`src/rtl/mean_square_accum.sv`:
```
// Mean-square front end: squares signed samples with a serial shift-add multiplier
// and averages windows of 2^LOG2_N squares. Optional macro MSA_ROUND_EN selects round-to-nearest.
module mean_square_accum #(
    parameter int IN_WIDTH = 8,
    parameter int LOG2_N   = 3
) (
    input  logic                  clk,
    input  logic                  rst,
    input  logic                  in_valid,
    output logic                  in_ready,
    input  logic [IN_WIDTH-1:0]   in_data,
    output logic                  out_valid,
    input  logic                  out_ready,
    output logic [2*IN_WIDTH-1:0] out_ms,
    output logic [LOG2_N-1:0]     win_cnt
);
    localparam int PW = 2 * IN_WIDTH;
    localparam int SW = PW + LOG2_N;
    localparam int CW = $clog2(IN_WIDTH) + 1;

    localparam logic [IN_WIDTH-1:0] ONE_IN   = 1;
    localparam logic [LOG2_N-1:0]   ONE_WIN  = 1;
    localparam logic [LOG2_N-1:0]   LAST_WIN = '1;
    localparam logic [CW-1:0]       ONE_BIT  = 1;
    localparam logic [CW-1:0]       LAST_BIT = CW'(IN_WIDTH - 1);
`ifdef MSA_ROUND_EN
    localparam logic [SW-1:0]       RND = SW'(1) << (LOG2_N - 1);
`else
    localparam logic [SW-1:0]       RND = '0;
`endif

    typedef enum logic [1:0] {IDLE, MUL, ACC, OUT} state_t;

    state_t                state_q, state_d;
    logic [PW-1:0]         mcand_q, mcand_d;
    logic [IN_WIDTH-1:0]   mplier_q, mplier_d;
    logic [PW-1:0]         prod_q, prod_d;
    logic [CW-1:0]         bit_q, bit_d;
    logic [SW-1:0]         sum_q, sum_d;
    logic [LOG2_N-1:0]     win_q, win_d;
    logic [PW-1:0]         ms_q, ms_d;
    logic                  in_ready_q, out_valid_q;

    logic [IN_WIDTH-1:0]   mag;
    logic [SW-1:0]         total;
    logic [SW-1:0]         scaled;

    always_comb begin
        state_d  = state_q;
        mcand_d  = mcand_q;
        mplier_d = mplier_q;
        prod_d   = prod_q;
        bit_d    = bit_q;
        sum_d    = sum_q;
        win_d    = win_q;
        ms_d     = ms_q;

        // Unsigned magnitude: the most negative sample maps to 2^(IN_WIDTH-1) exactly.
        mag    = in_data[IN_WIDTH-1] ? (~in_data + ONE_IN) : in_data;
        total  = sum_q + {{LOG2_N{1'b0}}, prod_q};
        scaled = (total + RND) >> LOG2_N;

        case (state_q)
            IDLE: begin
                if (in_valid && in_ready_q) begin
                    mcand_d  = {{IN_WIDTH{1'b0}}, mag};
                    mplier_d = mag;
                    prod_d   = '0;
                    bit_d    = '0;
                    state_d  = MUL;
                end
            end
            MUL: begin
                if (mplier_q[0]) begin
                    prod_d = prod_q + mcand_q;
                end
                mcand_d  = mcand_q << 1;
                mplier_d = mplier_q >> 1;
                bit_d    = bit_q + ONE_BIT;
                if (bit_q == LAST_BIT) begin
                    state_d = ACC;
                end
            end
            ACC: begin
                if (win_q == LAST_WIN) begin
                    ms_d    = scaled[PW-1:0];
                    sum_d   = '0;
                    win_d   = '0;
                    state_d = OUT;
                end else begin
                    sum_d   = total;
                    win_d   = win_q + ONE_WIN;
                    state_d = IDLE;
                end
            end
            OUT: begin
                if (out_ready) begin
                    state_d = IDLE;
                end
            end
            default: state_d = IDLE;
        endcase
    end

    // Handshake flags are registered from the next state so they stay low through reset.
    always_ff @(posedge clk or posedge rst) begin
        if (rst) begin
            state_q     <= IDLE;
            mcand_q     <= '0;
            mplier_q    <= '0;
            prod_q      <= '0;
            bit_q       <= '0;
            sum_q       <= '0;
            win_q       <= '0;
            ms_q        <= '0;
            in_ready_q  <= 1'b0;
            out_valid_q <= 1'b0;
        end else begin
            state_q     <= state_d;
            mcand_q     <= mcand_d;
            mplier_q    <= mplier_d;
            prod_q      <= prod_d;
            bit_q       <= bit_d;
            sum_q       <= sum_d;
            win_q       <= win_d;
            ms_q        <= ms_d;
            in_ready_q  <= (state_d == IDLE);
            out_valid_q <= (state_d == OUT);
        end
    end

    assign in_ready  = in_ready_q;
    assign out_valid = out_valid_q;
    assign out_ms    = ms_q;
    assign win_cnt   = win_q;
endmodule

```
`config.mk`:
```
export PLATFORM = sky130hd
export DESIGN_NAME = mean_square_accum
export DESIGN_NICKNAME = d
export VERILOG_FILES = /design/src/rtl/mean_square_accum.sv
export SDC_FILE = /design/constraint.sdc
export NUM_CORES = 1
export LEC_CHECK = 0
export ABC_AREA = 1
export BUFFER_PORTS_ARGS = -buffer_cell sky130_fd_sc_hd__buf_2
export CORE_AREA = 2 2 123 125
export DETAILED_ROUTE_END_ITERATION = 16
export DIE_AREA = 0 0 125 127
export PLACE_DENSITY = 0.51
export RECOVER_POWER = 25
export SYNTH_ARGS = -nofsm -noshare
export SYNTH_HDL_FRONTEND = slang
export SYNTH_SLANG_ARGS = --single-unit
export TNS_END_PERCENT = 50
```
`constraint.sdc`:
```
create_clock -name clk -period 2.39 [get_ports clk]
set_clock_uncertainty 0.15 [all_clocks]
set_input_delay 0 -clock clk [delete_from_list [all_inputs] [get_ports clk]]
set_output_delay 0 -clock clk [all_outputs]
set_load 0.03 [all_outputs]
```
==> run_results.csv, run 1 <==
group,metric,value,unit
pwr,switching_share,46.1,%
synthesis,synth-seq-cells,86,
pwr,p_comb_share,51.1,%
critical_path,critPathSlowestCell,"dlygate4sd3_1",
clocking,cts-root-buf,"clkbuf_16",
floorplan,start_util,36.8,%
global_route,grt_pass1_wl,21600,um
worst_hold_path,min_path_type,"in2reg",
place,gp_congestion,0.824,
synthesis,yosys.area.top_type,"dfrtp_1",
synthesis,synth_edf_count,0,
critical_path,worstPathMaxFanout,4,
routing,drc_errors,0,
global_route,grt_usage,16.8,%
pwr,p_int,3.98,mW
cells_and_area,synthToLayoutAreaGrowth,13.9,%
critical_path,start_kind,"input port",
clocking,cts_made_buffers,9,
pwr,power_density,1220,nW/um2
synthesis,yosys-top-cells-area,"dfrtp_1 41%, nand2_1 17%, ha_1 8.2%",
pwr,p_clk_share,17.3,%
synthesis,synthDistinctLibCells,38,
synthesis,synthFlopType,"dfrtp_1",
pwr,cellLeakagePower,3.16,nW
sta,fin_setup_tns,0,ps
clocking,post_cts_buffers,0,
clocking,cts.path.max_buffers,2,
cells_and_area,fillers,1517,
worst_hold_path,hold_depth,3,
clocking,cts_tree,"done",
floorplan,io_pins,33,
critical_path,worstPathRequired,2520,ps
floorplan,coreArea,14400,um2
clocking,clock-sinks,86,
synthesis,syn-cell-area,5310,um2
synthesis,ys_seq_area_share,40.5,%
pwr,p_sw,3.41,mW
global_route,antenna_found_initial,0,
routing,first_iter_violations,254,
routing,vias,4523,
global_route,grt_pass1_vias,4427,
sta,maxSlewViolCount,32,
global_route,overflow,0,
place,portBuffers,32,
critical_path,end_kind,"register",
global_route,grt_max_degree,56,
routing,antenna_left,0,
clocking,path_clk_slew,60,ps
sta,max_slew.worst_pin.slew,1530,ps
routing,wire_per_inst,13.7,um
sta,rsz0062_at_grt,"no",
critical_path,rr_worst_depth,8,
floorplan,die_h,127,um
synthesis,yosys_warnings,0,
sta,finalHoldViolCount,0,
sta,whs,239,ps
sta,fin_crit,2310,ps
cells_and_area,drive_gt1_share,8.42,%
synthesis,synth_fp_nets,743,
floorplan,die_width,125,um
clocking,htreeDepth,3,
sta,relSlewSlack,-2.47,%
floorplan,die_area,15900,um2
synthesis,async_flop_share,100,%
critical_path,reg2reg_from,"state_q[0]",
cells_and_area,seq_area,2150,um2
critical_path,worstSetupStartpoint,"in_data[2]",
routing,viasPerCell,4.85,
synthesis,syn_inst,694,
pwr,ir_drop,0.000449,V
cells_and_area,n_antenna_cell,0,
run_status,violations,"max-capacitance violations, max-slew violations",
synthesis,synthTopCellsByCount,"244 x nand2_1, 86 x dfrtp_1, 69 x inv_1",
critical_path,critical_path_class,"in2reg",
clocking,clock_latency,340,ps
sta,post-route-period-util,96.6,%
run_status,outcome,"complete, but fails checks",
place,place_area,5660,um2
routing,wirelength,12700,um
synthesis,yosysMostFrequentCell,"nand2_1",
sta,fmax,0.433,GHz
floorplan,rows,44,
synthesis,syn_avg_cell_area,7.65,um2
critical_path,critical_path_arrival,2440,ps
worst_hold_path,hp-start,"out_ready",
cells_and_area,multiInputGateArea,2770,um2
synthesis,synth_top_area_share,40.5,%
cells_and_area,design_area,6050,um2
job,drv_cap,1,
critical_path,cp_cell_sequence,"dlygate4sd3_1 -> buf_2 -> inv_1 -> nand3_1 -> nor2_2 -> nand2_1 -> nand3_1 -> dlygate4sd3_1 -> nand3b_1 -> dlygate4sd3_1 -> nand3_1",
pwr,seq_power_share,31.6,%
place,dp_hpwl,9440,um
routing,first_pass_iters,4,
critical_path,slowest_delay,590,ps
sta,setup_viol,0,
cells_and_area,nets,793,
worst paths after layout:
path	endpoint	slack [ps]
min reg2reg	out_ms[7]	320
max in group asynchronous	mcand_q[13]	820
min	out_valid	240
max	mplier_q[5]	80
min in group asynchronous	out_ms[0]	400
max reg2reg	mcand_q[0]	120
sequential cells by signal, summed over array words and instances (netlist names):
register / count
out_ms: 16
bit_q: 4
mcand_q: 16
win_cnt: 3
mplier_q: 8
out_valid: 1
prod_q: 16
in_ready: 1
state_q: 2
sum_q: 19
cells in the final DEF, fill, tap and decap left out, types with 8 or more instances in the layout:
cell type | netlist | layout
buf_2 | 2 | 16
nor2_1 | 38 | 37
dlygate4sd3_1 | 0 | 15
dfrtp_1 | 86 | 86
a21oi_1 | 36 | 36
clkbuf_1 | 2 | 18
nand3_1 | 60 | 60
o22ai_1 | 8 | 8
o211ai_1 | 8 | 8
inv_1 | 69 | 67
nand2_1 | 244 | 244
o21ai_0 | 21 | 21
clkbuf_16 | 0 | 9
nand3b_1 | 11 | 11
ha_1 | 35 | 34
inv_2 | 8 | 9
critical path: cells and delay by family:
kind | cells | cell delay (ps)
AND/OR/NAND/NOR | 6 | 550
buffers and inverters | 5 | 1900
through the flow:
step	power [mW]	util (%)	setup WS [ps]	cells
3_3_place_gp	6.06	39.2	299	902
2_1_floorplan	5.25	-	18.2	694
3_5_place_dp	6.10	39.2	215	902
6_report	7.39	41.9	81.8	932
4_1_cts	7.44	42.0	80.6	932
5_1_grt	8.11	41.9	7.21	932
power groups by stage:
stage	clock [mW]	sequential, mW	combinational (mW)
final	1.28	2.33	3.78
after global routing	1.39	2.40	4.32
after CTS	1.32	2.33	3.79
after detailed placement	0	2.35	3.75
after global placement	0	2.35	3.72
after floorplan	0	2.28	2.98
per-layer routing:
metal,wire length [um],global-route usage [%],vias up
li1,-,-,2376
met1,6430,22.2,2091
met2,5850,28.2,48
met3,331,3.98,8
met4,115,3.79,0
met5,0,0,-
area by class of cell:
cell class | count | area share, %
inverter | 79 | 4.99
sequential | 86 | 35.6
multi-input combinational | 517 | 45.9
timing repair buffer | 51 | 5.50
clock inverter | 4 | 0.414
tap | 184 | 3.81
clock buffer | 11 | 3.85
repair_timing:
| item | 4_1_cts | 5_1_grt |
|---|---|---|
| hold buffers | 15 | 0 |
| resized for setup | 0 | 3 |
| endpoints found under the setup margin | 0 | 3 |
| endpoints found under the hold margin | 52 | 0 |
kinds of logic after synthesis:
group / after synthesis / share of synthesized area (%)
AOI/OAI and AO/OA: 98 / 11.1
xor gates and xnor gates: 10 / 1.65
adders and majority gates: 37 / 9.00
buffers and inverters: 91 / 7.33
DFF: 86 / 40.5
and+or+nand+nor: 372 / 30.4
No activity file was read; power rests on OpenSTA's default activity.
==> run 2: changes to the inputs <==
--- a/config.mk
+++ b/config.mk
@@ -11,7 +11,7 @@
 export DETAILED_ROUTE_END_ITERATION = 16
 export DIE_AREA = 0 0 125 127
 export PLACE_DENSITY = 0.51
-export RECOVER_POWER = 25
+export RECOVER_POWER = 50
 export SYNTH_ARGS = -nofsm -noshare
 export SYNTH_HDL_FRONTEND = slang
 export SYNTH_SLANG_ARGS = --single-unit
==> run_results.csv, run 2 (same netlist as run 1, synthesis figures left out) <==
group,metric,value,unit
run_status,outcome,"complete, but fails checks",
run_status,violations,"max-capacitance violations, max-slew violations",
routing,vias,4527,
routing,drc_errors,0,
worst_hold_path,hold_depth,3,
global_route,grt_pass1_vias,4427,
cells_and_area,nets,793,
sta,setup_viol,0,
critical_path,worstPathMaxFanout,4,
cells_and_area,drive_gt1_share,7.75,%
critical_path,rr_worst_depth,8,
cells_and_area,design_area,6040,um2
critical_path,end_kind,"register",
sta,fin_crit,2310,ps
clocking,cts.path.max_buffers,2,
floorplan,coreArea,14400,um2
cells_and_area,largest_reg_flops,19,
global_route,grt_pass1_wl,21600,um
routing,antenna_left,0,
critical_path,start_kind,"input port",
critical_path,path_buf_inv,5,
pwr,power_density,1220,nW/um2
routing,viasPerCell,4.86,
sta,maxSlewViolCount,32,
sta,relSlewSlack,-2.68,%
place,gp_congestion,0.824,
floorplan,io_pins,33,
critical_path,critical_path_class,"in2reg",
global_route,busiest_layer,"met2",
cells_and_area,regMostFlops,"sum_q",
global_route,overflow,0,
global_route,use_met1,22.2,%
global_route,grt_max_degree,56,
critical_path,reg2reg_slack,120,ps
place,dp_hpwl,9440,um
pwr,cellLeakagePower,3.14,nW
cells_and_area,n_antenna_cell,0,
critical_path,r2r_end,"mcand_q[0]",
critical_path,slowest_delay,590,ps
clocking,cts_tree,"done",
floorplan,start_util,36.8,%
clocking,clock-sinks,86,
sta,max_slew.worst_pin.slew,1530,ps
floorplan,die_area,15900,um2
place,placedCellCount,902,
routing,first_iter_violations,255,
cells_and_area,instances_no_fill,932,
critical_path,reg2reg_from,"state_q[0]",
cells_and_area,final_cell_mix,"244 x nand2_1, 86 x dfrtp_1, 67 x inv_1, 60 x nand3_1, 37 x nor2_1",
global_route,grt_usage,16.8,%
pwr,ir_drop,0.000449,V
place,portBuffers,32,
routing,first_pass_iters,4,
job,drv_cap,1,
place,place_area,5660,um2
routing,wirelength,12700,um
sta,post-route-period-util,96.6,%
clocking,cts-root-buf,"clkbuf_16",
sta,fin_setup_tns,0,ps
global_route,gr-usage-met2,28.2,%
sta,finalHoldViolCount,0,
cells_and_area,synthToLayoutAreaGrowth,13.8,%
sta,rsz0062_at_grt,"no",
worst_hold_path,min_path_type,"in2reg",
floorplan,die_h,127,um
routing,wire_per_inst,13.7,um
sta,fmax,0.433,GHz
worst_hold_path,min_to,"out_valid",
critical_path,cp_cell_sequence,"dlygate4sd3_1 -> buf_2 -> inv_1 -> nand3_1 -> nor2_2 -> nand2_1 -> nand3_1 -> dlygate4sd3_1 -> nand3b_1 -> dlygate4sd3_1 -> nand3_1",
worst_hold_path,hp-start,"out_ready",
floorplan,rows,44,
clocking,cts_made_buffers,9,
critical_path,critical_path_arrival,2440,ps
clocking,path_clk_slew,60,ps
cells_and_area,final_common_cell,"nand2_1",
critical_path,critPathSlowestCell,"dlygate4sd3_1",
critical_path,worstPathRequired,2520,ps
floorplan,die_width,125,um
critical_path,crit_family,"buffers and inverters",
global_route,antenna_found_initial,0,
clocking,clock_latency,340,ps
clocking,post_cts_buffers,0,
global_route,gr-usage-met3,3.98,%
clocking,htreeDepth,3,
run 2: cell types whose count changed in the layout (fill, tap and decap cells not counted):
cell      delta
buf_2        -5
clkbuf_1     +5
run 2: worst min-delay path, delay by kind of cell:
kind,cells,cell delay [ps]
AO/OA/AOI/OAI,1,70
buffers and inverters,2,620
run 2: metal layers:
metal	wire [um]	vias to the layer above
met5	0	-
met2	5860	48
met3	329	8
met4	115	0
met1	6430	2095
li1	-	2376
run 2: what timing repair did:
item,CTS,global route
hold endpoints to repair,52,0
hold buffers,15,0
setup endpoints to repair,0,3
gates resized for setup,0,3
run 2: power breakdown:
group / internal (mW) / leakage [nW] / switching (mW)
combinational: 1.34 / 1.89 / 2.43
clock: 0.696 / 0.121 / 0.587
sequential: 1.94 / 1.12 / 0.398
run 2: how the worst max path moves through the flow:
stage | start | to | slack [ps] | depth (start not counted)
finish | in_data[2] | mplier_q[5] | 80 | 11
detailed placement | prod_q[0] | sum_q[16] | 210 | 13
floorplan | rst | bit_q[0] | 20 | 1
CTS | in_data[0] | mplier_q[5] | 80 | 11
global route | in_data[2] | mplier_q[5] | 7 | 11
global placement | prod_q[0] | out_ms[9] | 300 | 13
run 2: cell type report:
type                            count  area [um2]
Clock buffer                       11         233
Clock inverter                      4        25.0
Fill cell                        1516        8380
Inverter                           79         302
Multi-Input combinational cell    517        2770
Sequential cell                    86        2150
Tap cell                          184         230
Timing Repair Buffer               51         327
run 2: per-stage QoR:
stage	utilization (%)	total power [mW]	setup WS [ps]	hold slack, ps
final	41.9	7.39	81.8	239
after global routing	41.9	8.11	7.21	267
after detailed placement	39.2	6.10	215	-64.9
after global placement	39.2	6.06	299	-72.8
after floorplan	-	5.25	18.2	-51.5
after CTS	42.0	7.44	80.6	105
==> run 3: changes to the inputs <==
--- a/config.mk
+++ b/config.mk
@@ -7,9 +7,9 @@
 export LEC_CHECK = 0
 export ABC_AREA = 1
 export BUFFER_PORTS_ARGS = -buffer_cell sky130_fd_sc_hd__buf_2
-export CORE_AREA = 2 2 123 125
+export CORE_AREA = 2 2 130 119
 export DETAILED_ROUTE_END_ITERATION = 16
-export DIE_AREA = 0 0 125 127
+export DIE_AREA = 0 0 132 121
 export PLACE_DENSITY = 0.51
 export RECOVER_POWER = 50
 export SYNTH_ARGS = -nofsm -noshare
==> run_results.csv, run 3 (same netlist as run 1, synthesis figures left out) <==
group,metric,value,unit
floorplan,start_util,36.5,%
global_route,grt_pass1_wl,22100,um
clocking,ctsHoldBuffers,14,
clocking,clock_latency,340,ps
worst_hold_path,min_path_type,"in2reg",
global_route,overflow,0,
pwr,power_density,1240,nW/um2
clocking,clock-sinks,86,
critical_path,reg2reg_from,"prod_q[0]",
clocking,cts-root-buf,"clkbuf_16",
pwr,cellLeakagePower,3.21,nW
place,gp_congestion,0.883,
pwr,ir_drop,0.000502,V
routing,viasPerCell,4.88,
critical_path,endpoint,"out_ms[13]",
sta,maxSlewViolCount,0,
sta,worst_slack,246,ps
floorplan,die_area,16000,um2
clocking,htreeDepth,3,
place,placedCellCount,917,
critical_path,critical_path_class,"reg2reg",
place,portBuffers,32,
place,dp_hpwl,9300,um
pwr,p_clk_share,19.2,%
cells_and_area,synthToLayoutAreaGrowth,14.9,%
floorplan,die_h,121,um
cells_and_area,n_antenna_cell,0,
cells_and_area,instances_no_fill,947,
routing,wirelength,12600,um
cells_and_area,drive_gt1_share,9.21,%
cells_and_area,nets,793,
pwr,p_comb_share,50.2,%
global_route,grt_pass1_vias,4571,
clocking,cts_tree,"done",
critical_path,critical_path_arrival,2220,ps
sta,setup_viol,0,
cells_and_area,regMostFlops,"sum_q",
clocking,post_cts_buffers,0,
critical_path,r2r_end,"out_ms[13]",
worst_hold_path,hp-start,"out_ready",
cells_and_area,fillers,1540,
global_route,antenna_found_initial,0,
critical_path,worstSetupStartpoint,"prod_q[0]",
global_route,grt_usage,17.2,%
critical_path,worstPathMaxFanout,3,
critical_path,start_kind,"register",
clocking,cts.path.max_buffers,2,
cells_and_area,design_area,6100,um2
floorplan,io_pins,33,
sta,max_slew.worst_pin.slew,1210,ps
critical_path,end_kind,"register",
critical_path,worstPathRequired,2470,ps
sta,finalHoldViolCount,0,
routing,first_pass_iters,4,
critical_path,rr_worst_depth,13,
sta,rsz0062_at_grt,"no",
pwr,seq_power_share,30.6,%
sta,relSlewSlack,19.6,%
routing,wire_per_inst,13.3,um
place,place_area,5680,um2
routing,vias,4618,
clocking,path_clk_slew,70,ps
cells_and_area,utilization,41.9,%
clocking,cts_made_buffers,9,
critical_path,reg2reg_slack,250,ps
place,place_ws,247,ps
routing,drc_errors,0,
job,drv_cap,0,
sta,fin_setup_tns,0,ps
floorplan,die_width,132,um
run_status,outcome,"complete, no violations",
sta,fin_crit,2140,ps
routing,antenna_left,0,
pwr,switching_share,45.7,%
global_route,grt_max_degree,87,
cells_and_area,final_common_cell,"nand2_1",
worst_hold_path,hold_depth,3,
floorplan,rows,42,
pwr,p_int,4.11,mW
sta,post-route-period-util,89.7,%
cells_and_area,largest_reg_flops,19,
pwr,p_sw,3.46,mW
cells_and_area,final_cell_mix,"244 x nand2_1, 86 x dfrtp_1, 68 x inv_1, 60 x nand3_1, 38 x nor2_1",
sta,fmax,0.466,GHz
clocking,cts.repair.resized,0,
routing,first_iter_violations,260,
floorplan,coreArea,14600,um2
[run 3: routing by layer]
layer  vias up  share of wire [%]  GRT usage (%)
li1       2378                  -              -
met1      2148                 51           23.8
met2        73                 44           27.2
met3        19                3.0           3.13
met4         0                1.8           5.43
met5         -                  0              0
[run 3: metrics by stage]
step / total power [mW] / hold slack [ps]
floorplan: 5.25 / -51.5
CTS: 7.65 / 169
finish: 7.57 / 239
global route: 8.36 / 240
global placement: 6.07 / -13.4
detailed placement: 6.13 / -8.52
[run 3: final cells by class]
cell class	instances	area (um2)	area share [%]
clock inverters	7	81.3	1.33
repair buffers	51	324	5.31
flip-flops and latches	86	2150	35.3
clock buffers	9	225	3.69
well taps	198	248	4.06
multi-input cells	517	2770	45.4
inverters	79	302	4.94
[run 3: power groups by stage]
| stage | registers, mW | logic, mW | clock network [mW] |
|---|---|---|---|
| CTS | 2.33 | 3.81 | 1.51 |
| finish | 2.32 | 3.80 | 1.45 |
| global route | 2.38 | 4.41 | 1.57 |
| global placement | 2.34 | 3.73 | 0 |
| floorplan | 2.28 | 2.98 | 0 |
| detailed placement | 2.35 | 3.78 | 0 |
[run 3: worst max-delay path, cell delays in order (launching register included)]
cell and delay [ps]:
dfrtp_1 380, ha_1 200, inv_1 60, fa_1 410
inv_1 120, nand3_1 80, nand3_1 110, nand2_1 60
nand2_1 120, nand2_1 80, nand2_1 60, nand2_1 60
nand3_1 70, nand2_1 60
[run 3: worst min path at each step]
stage / end / slack, ps
2_1_floorplan: out_valid / -50
3_3_place_gp: out_ms[11] / -10
3_5_place_dp: out_ms[14] / -9
4_1_cts: out_ms[14] / 170
5_1_grt: out_valid / 240
6_report: out_valid / 240
